==> src/rtl/garage_door_position_tracker.sv <==
// Door-side limit-switch emulator: tracks door position from motor commands and travel ticks.
// Optional stall watchdog is enabled by defining STALL_WDG_EN.
module garage_door_position_tracker #(
    parameter int POS_W     = 8,
    parameter int TRAVEL    = 200,
    parameter int STALL_CYC = 64
) (
    input  logic             CLK,
    input  logic             RST,
    input  logic             UP_M,
    input  logic             DN_M,
    input  logic             STEP,
    output logic             UP_Max,
    output logic             DN_MAX,
    output logic [POS_W-1:0] POS,
    output logic [1:0]       STATE,
    output logic             FAULT
);

    typedef enum logic [1:0] {
        ST_IDLE    = 2'b00,
        ST_OPENING = 2'b01,
        ST_CLOSING = 2'b10,
        ST_FAULT   = 2'b11
    } state_t;

    localparam logic [POS_W-1:0] TRAVEL_C = POS_W'(TRAVEL);
    localparam logic [POS_W-1:0] ZERO_C   = {POS_W{1'b0}};

    if ((TRAVEL < 2) || (TRAVEL >= (2 ** POS_W)) || (STALL_CYC < 1)) begin : g_bad_param
        $error("garage_door_position_tracker: illegal parameter set");
    end

    state_t           state_r;
    state_t           state_s;
    state_t           dir_s;
    logic [POS_W-1:0] pos_s;
    logic             fault_s;
    logic             stall_hit_s;

`ifdef STALL_WDG_EN
    localparam int CNT_W = $clog2(STALL_CYC + 1);

    logic [CNT_W-1:0] stall_cnt_r;
    logic [CNT_W-1:0] stall_cnt_s;

    // Stall counter: counts idle drive cycles away from the limit; any tick, release or limit clears it.
    always_comb begin
        stall_cnt_s = {CNT_W{1'b0}};
        if (!FAULT && !STEP &&
            (((dir_s == ST_OPENING) && (POS != TRAVEL_C)) ||
             ((dir_s == ST_CLOSING) && (POS != ZERO_C)))) begin
            stall_cnt_s = stall_cnt_r + CNT_W'(1);
        end else begin
            stall_cnt_s = {CNT_W{1'b0}};
        end
        stall_hit_s = (stall_cnt_s == CNT_W'(STALL_CYC));
    end

    // Stall counter register.
    always_ff @(posedge CLK or posedge RST) begin
        if (RST) begin
            stall_cnt_r <= {CNT_W{1'b0}};
        end else begin
            stall_cnt_r <= stall_cnt_s;
        end
    end
`else
    assign stall_hit_s = 1'b0;
`endif

    // Next-state decode and position update; the fault path overrides any step on the same edge.
    always_comb begin
        dir_s   = ST_IDLE;
        state_s = ST_IDLE;
        pos_s   = POS;
        if (UP_M && !DN_M) begin
            dir_s = ST_OPENING;
        end else if (DN_M && !UP_M) begin
            dir_s = ST_CLOSING;
        end else begin
            dir_s = ST_IDLE;
        end
        fault_s = FAULT | (UP_M & DN_M) | stall_hit_s;
        if (fault_s) begin
            state_s = ST_FAULT;
        end else begin
            state_s = dir_s;
        end
        case (state_s)
            ST_OPENING: begin
                if (STEP && (POS < TRAVEL_C)) begin
                    pos_s = POS + POS_W'(1);
                end else begin
                    pos_s = POS;
                end
            end
            ST_CLOSING: begin
                if (STEP && (POS != ZERO_C)) begin
                    pos_s = POS - POS_W'(1);
                end else begin
                    pos_s = POS;
                end
            end
            default: pos_s = POS;
        endcase
    end

    // Output registers; limit flags come from the next position so they rise with POS.
    always_ff @(posedge CLK or posedge RST) begin
        if (RST) begin
            POS     <= ZERO_C;
            UP_Max  <= 1'b0;
            DN_MAX  <= 1'b1;
            state_r <= ST_IDLE;
            FAULT   <= 1'b0;
        end else begin
            POS     <= pos_s;
            UP_Max  <= (pos_s == TRAVEL_C);
            DN_MAX  <= (pos_s == ZERO_C);
            state_r <= state_s;
            FAULT   <= fault_s;
        end
    end

    assign STATE = state_r;

endmodule

==> config.mk <==
export PLATFORM = sky130hd
export DESIGN_NAME = garage_door_position_tracker
export DESIGN_NICKNAME = d
export VERILOG_FILES = /design/src/rtl/garage_door_position_tracker.sv
export SDC_FILE = /design/constraint.sdc
export NUM_CORES = 1
export LEC_CHECK = 0
export CAP_MARGIN = 10
export CORE_MARGIN = 3
export CORE_UTILIZATION = 40
export CTS_BUF_LIST = sky130_fd_sc_hd__clkbuf_16
export CTS_CLUSTER_DIAMETER = 100
export DETAILED_ROUTE_END_ITERATION = 8
export GPL_ROUTABILITY_DRIVEN = 0
export RECOVER_POWER = 25
export SLEW_MARGIN = 40
export SYNTH_ARGS = -nofsm -noshare
export SYNTH_HDL_FRONTEND = slang
export SYNTH_SLANG_ARGS = --single-unit
==> constraint.sdc <==
create_clock -name CLK -period 4.1 [get_ports CLK]
set_input_delay 0.82 -clock CLK [delete_from_list [all_inputs] [get_ports CLK]]
set_output_delay 0.82 -clock CLK [all_outputs]
set_load 0.02 [all_outputs]
* After elaboration in Yosys (flattened, before gate mapping)
Index checks and enable logic that the tools add are counted.
** Cells by class
- Add/sub/neg operators :: 2
- Order comparisons :: 1
- Equal/unequal tests :: 3
- Muxes and demuxes :: 6
- Bitwise operators :: 2
- Reduce and logical (&&, ||, !) cells :: 8
** Operators by type and width (number)
- 8-bit 2-to-1 mux :: 2
- 8-bit one-hot mux with 2 select lines :: 1
- 8-bit by 1-bit adder with 8-bit output (second input constant) :: 1
- 8-bit equality test (second input constant) :: 1
- 8-bit zero test :: 1
- 8-bit < comparator (second input constant) :: 1
- 8-bit nonzero test :: 1
- 8-bit by 1-bit subtractor with 8-bit output (second input constant) :: 1
- 2-bit 2-to-1 mux :: 3
- 1-bit logical AND :: 4
- 2-bit by 1-bit equality test with 1-bit output (second input constant) :: 1
- 2-bit equality test (second input constant) :: 1
- 1-bit zero test :: 2
- 1-bit AND :: 1
- 1-bit bitwise OR :: 1
** Word-level totals
- Register bits after elaboration :: 13
- Input bits :: 5
- Output and inout bits :: 13
- Logic and storage cells :: 27

* Longest topological paths before layout
- Depth after elaboration :: 8
- Mapped depth :: 10
- Mapped depth without buffers :: 9

* Worst setup path after synthesis
OpenSTA, ideal clock, no wires.
- Path kind :: input port to flip-flop
- From :: input port DN_M
- To :: register UP_Max
- Library setup time :: 68 ps
- Arrival :: 2741 ps
- Slack :: 1291 ps
- Cell stages on the path :: 8
- Path through :: or2_2 ha_1 clkbuf_1 nor2_1 mux2_2 a222oi_1 nand4bb_1 and4b_1
** On the way
- Longest elaborated chain between the ends :: 7
- Elaborated cells on any way between the ends :: 12
- Classes of those cells :: eq/ne: 3; mux: 4; bitwise: 2; reduce/logical: 3
** RTL lines
- from (decl) :: RTL line 11 : input logic DN_M,
- 1-bit logical AND / 1-bit zero test (equally long branches) :: RTL line 79, 77
- 2-bit 2-to-1 mux / 1-bit logical AND (equally long branches) :: RTL line 79, 77
- 2-bit 2-to-1 mux :: RTL line 77 : if (UP_M && !DN_M) begin
- 2-bit 2-to-1 mux * :: RTL line 85 : if (fault_s) begin
- 2-bit equality test / 2-bit by 1-bit equality test with 1-bit output (equally long branches) :: RTL line 90 : case (state_s)
- 8-bit one-hot mux with 2 select lines * :: RTL line 90
- 8-bit equality test * :: RTL line 119 : UP_Max <= (pos_s == TRAVEL_C);
- to (signal assigned) :: RTL line 119
- to (decl) :: RTL line 13 : output logic UP_Max,
Mark *: on every way between the ends. The rest lies on a longest branch, timed or not.

* Worst setup path after layout
- From :: input port DN_M
- To :: register DN_MAX
** On the way
- Longest elaborated chain between the ends :: 7
- Elaborated cells on any way between the ends :: 12
- Classes of those cells :: eq/ne: 2; mux: 4; bitwise: 2; reduce/logical: 4
** RTL lines
- 1-bit logical AND / 1-bit zero test (equally long branches) :: RTL line 79, 77
- 2-bit 2-to-1 mux / 1-bit logical AND (equally long branches) :: RTL line 79, 77
- 2-bit 2-to-1 mux :: RTL line 77
- 2-bit 2-to-1 mux * :: RTL line 85
- net state_s[1] :: RTL line 35 : state_t state_s;
- 2-bit equality test / 2-bit by 1-bit equality test with 1-bit output (equally long branches) :: RTL line 90
- 8-bit one-hot mux with 2 select lines * :: RTL line 90
- net pos_s[7] :: RTL line 37 : logic [POS_W-1:0] pos_s;
- 8-bit zero test * :: RTL line 120 : DN_MAX <= (pos_s == ZERO_C);
- to (signal assigned) :: RTL line 120
- to (decl) :: RTL line 14 : output logic DN_MAX,
Mark *: on every way through the listed nets, which the timed path passes. The rest lies on a longest branch.

==> run_results.csv <==
group,metric,value,unit
synth,yosysWarnings,0,
drt,drc,0,
synth,synth_area,1090,um2
pwr,powerDensity,398,nW/um2
sta,tightest_slew,0.749,ns
sta,slew_headroom,49.6,%
worst_setup_path,cp_slowest_cell,"ha_1",
synth,synth.distinct_cells,52,
global_route,grt-ovfl-total,0,
synth,synth.avg_cell_area,8.98,um2
pwr,pwr-share-comb,33.4,%
clock_tree,root_buffer,"clkbuf_16",
sta,fin_skew,0.00274,ns
drt,dr_total_vias,1033,
floorplanning,start_util,43.1,%
sta,timing.fmax,0.313,GHz
place,io_buffers,17,
layout,fin_nets,145,
worst_setup_path,critical-path-top-delay-family,"simple AND/OR/NAND/NOR gates",
sta,finalHoldViolCount,0,
synth,synth-seq-area-share,30.1,%
worst_setup_path,cp_common_cell,"o21ai_0",
global_route,grtUsageTotal,16.8,%
pwr,p_sw_share,32.9,%
drt,first_pass_iters,4,
layout,final_area,1330,um2
synth,synthArstFlopShare,100,%
layout,final_common_cell,"clkdlybuf4s50_1",
pwr,ir_drop,310,uV
clock_tree,clock_latency,0.24,ns
worst_setup_path,regToRegStartpoint,"POS[0]",
worst_setup_path,crit_path_max_fanout,14,
drt,antenna_left,0,
sta,period_needed,3.20,ns
layout,nFillCells,230,
clock_tree,clk_pin_slew,0.04,ns
pwr,cellLeakagePower,0.541,nW
worst_setup_path,worstPathCellList,"clkdlybuf4s50_1 -> or2_2 -> ha_1 -> and2b_1 -> a21oi_1 -> nor3_1 -> o21ai_0 -> o21ai_0 -> nor4_1",
worst_setup_path,worst_setup_path_start_kind,"primary input",
clock_tree,numCtsBuffers,3,
synth,synth_ff_type,"dfrtp_1",
synth,synth_seq_cells,13,
synth,synth-edff-count,0,
worst_setup_path,max_stage_delay,0.56,ns
pwr,finalPower,0.000530,W
clock_tree,cts.path.max_buffers,2,
drt,drt-total-wl,2680,um
global_route,grt_antenna_before_repair,0,
pwr,clockPowerShare,33.4,%
layout,final_cell_mix,"clkdlybuf4s50_1 (15), dfrtp_1 (12), nor2_1 (8), inv_1 (8)",
status,status,"completed",
floorplanning,die_area,3380,um2
sta,rsz0062_at_grt,"false",
sta,min_period_over_period,77.9,%
worst_setup_path,critical_path.startpoint,"DN_M",
place,dp.cells,160,
layout,antennaDiodeCount,0,
floorplanning,io_pins,18,
sta,setup_violations,0,
run,drv_cap,0,
floorplanning,die_w,58.1,um
global_route,grt_max_degree,17,
pwr,intPower,0.000355,W
pwr,switchingPower,0.000175,W
sta,drv_slew,0,
synth,synth_top_area_share,27.6,%
clock_tree,cts_resized,0,
synth,synth_nets,131,
worst_setup_path,end_kind,"register",
drt,wl_per_cell,16.3,um
layout,synthToLayoutAreaGrowth,22.5,%
floorplanning,die_h,58.1,um
place,hpwl,1990,um
worst_setup_path,critPathBufInv,1,
clock_tree,clkSinkCount,13,
place,placed_area,1250,um2
synth,ys_top_cells_by_area,"dfrtp_1 (28%), ha_1 (5.8%), o21ai_0 (2.8%), nor2_1 (2.8%), dfstp_2 (2.4%)",
clock_tree,cts_hold_buf,0,
clock_tree,cts_setup_buffers,0,
layout,stdcell_count,164,
synth,yosysTopAreaCell,"dfrtp_1",
floorplanning,core,2520,um2
drt,drt_iter0_markers,76,
worst_setup_path,worstSetupPathType,"primary input to register",
drt,vias_per_cell,6.30,
pwr,p_seq_share,33.3,%
min_path,hold_path_class,"register to register",
global_route,grt_pass1_wl,4370,um
worst_setup_path,worstPathRequired,4.24,ns
clock_tree,cts_htree_levels,1,
sta,setup_tns,0,ns
synth,syn_inst,121,
min_path,worstHoldStart,"FAULT",
clock_tree,cts_tree,"built",
worst_setup_path,cp.arrival,3.33,ns
floorplanning,rows,18,
global_route,grt_pass1_vias,837,
layout,drive_gt1_share,14.9,%
[area by class of cell]
type                            count  area, um2  share of cell area, %
Multi-Input combinational cell     92        683                   51.4
Tap cell                           30       37.5                   2.82
Clock inverter                      1       3.75                  0.282
Sequential cell                    13        327                   24.6
Timing Repair Buffer               18        178                   13.4
Inverter                            7       26.3                   1.98
Clock buffer                        3       75.1                   5.64
[worst paths after layout]
check | to | slack, ns | cells after the start
worst max-delay path | DN_MAX | 0.90 | 9
worst min-delay path | FAULT | 0.49 | 1
worst max register to register | UP_Max | 1.26 | 8
worst min register to register | FAULT | 0.49 | 1
max in group asynchronous | DN_MAX | 2.71 | 2
min in group asynchronous | FAULT | 1.04 | 2
[sequential cells by signal, indices dropped and copies added, names as in the netlist]
| signal | count |
|---|---|
| POS | 8 |
| DN_MAX | 1 |
| FAULT | 1 |
| UP_Max | 1 |
| STATE | 2 |
[metal layers]
metal | part of all wire, % | vias up | wire, um | GRT usage [%]
met1 | 46 | 497 | 1230 | 26.4
met3 | 7.4 | 4 | 199 | 4.01
li1 | - | 490 | - | -
met5 | 0 | - | 0 | 0
met2 | 45 | 42 | 1220 | 22.7
met4 | 1.4 | 0 | 38 | 4.30
[logic make-up (layout without fill, tap and decap cells)]
family,count (synthesis),after routing,share of synthesized area [%]
AND/OR/NAND/NOR,48,48,27.0
buffers and inverters,16,29,7.03
flip-flops,13,13,30.1
AO/OA/AOI/OAI,35,35,26.3
adder cells (fa/ha/maj),5,5,5.76
multiplexers,4,4,3.92
[synth_stat cells (2+ instances only)]
cell type and instances:
nor3_1 3, nand3_1 4, inv_1 7, o211ai_1 3, a211o_1 2, o32ai_1 2, nand2b_1 3, ha_1 5
dfrtp_1 12, nand3b_1 3, a21oi_1 4, nand2_1 6, nor4_1 3, nand4_1 3, clkbuf_1 5, nor2_1 8
o21ai_0 6, mux2i_1 2, buf_4 2, mux2_2 2, or2_2 3, a21boi_0 2, a211oi_1 2
[stage by stage]
step	hold slack, ns	setup WS [ns]	util [%]
after detailed placement	0.485	0.683	49.6
after CTS	0.496	0.908	52.7
after global placement	0.487	0.666	49.6
final	0.491	0.904	52.7
after global routing	0.545	0.768	52.7
after floorplan	0.594	1.29	-
[power groups by stage]
stage | clock [W] | sequential (W) | combinational, W
5_1_grt | 0.000187 | 0.000179 | 0.000190
2_1_floorplan | 0 | 0.000177 | 0.000119
4_1_cts | 0.000184 | 0.000176 | 0.000176
6_report | 0.000177 | 0.000176 | 0.000177
3_5_place_dp | 0 | 0.000178 | 0.000175
3_3_place_gp | 0 | 0.000178 | 0.000177
Note: power is estimated with default switching activity, not from simulation.
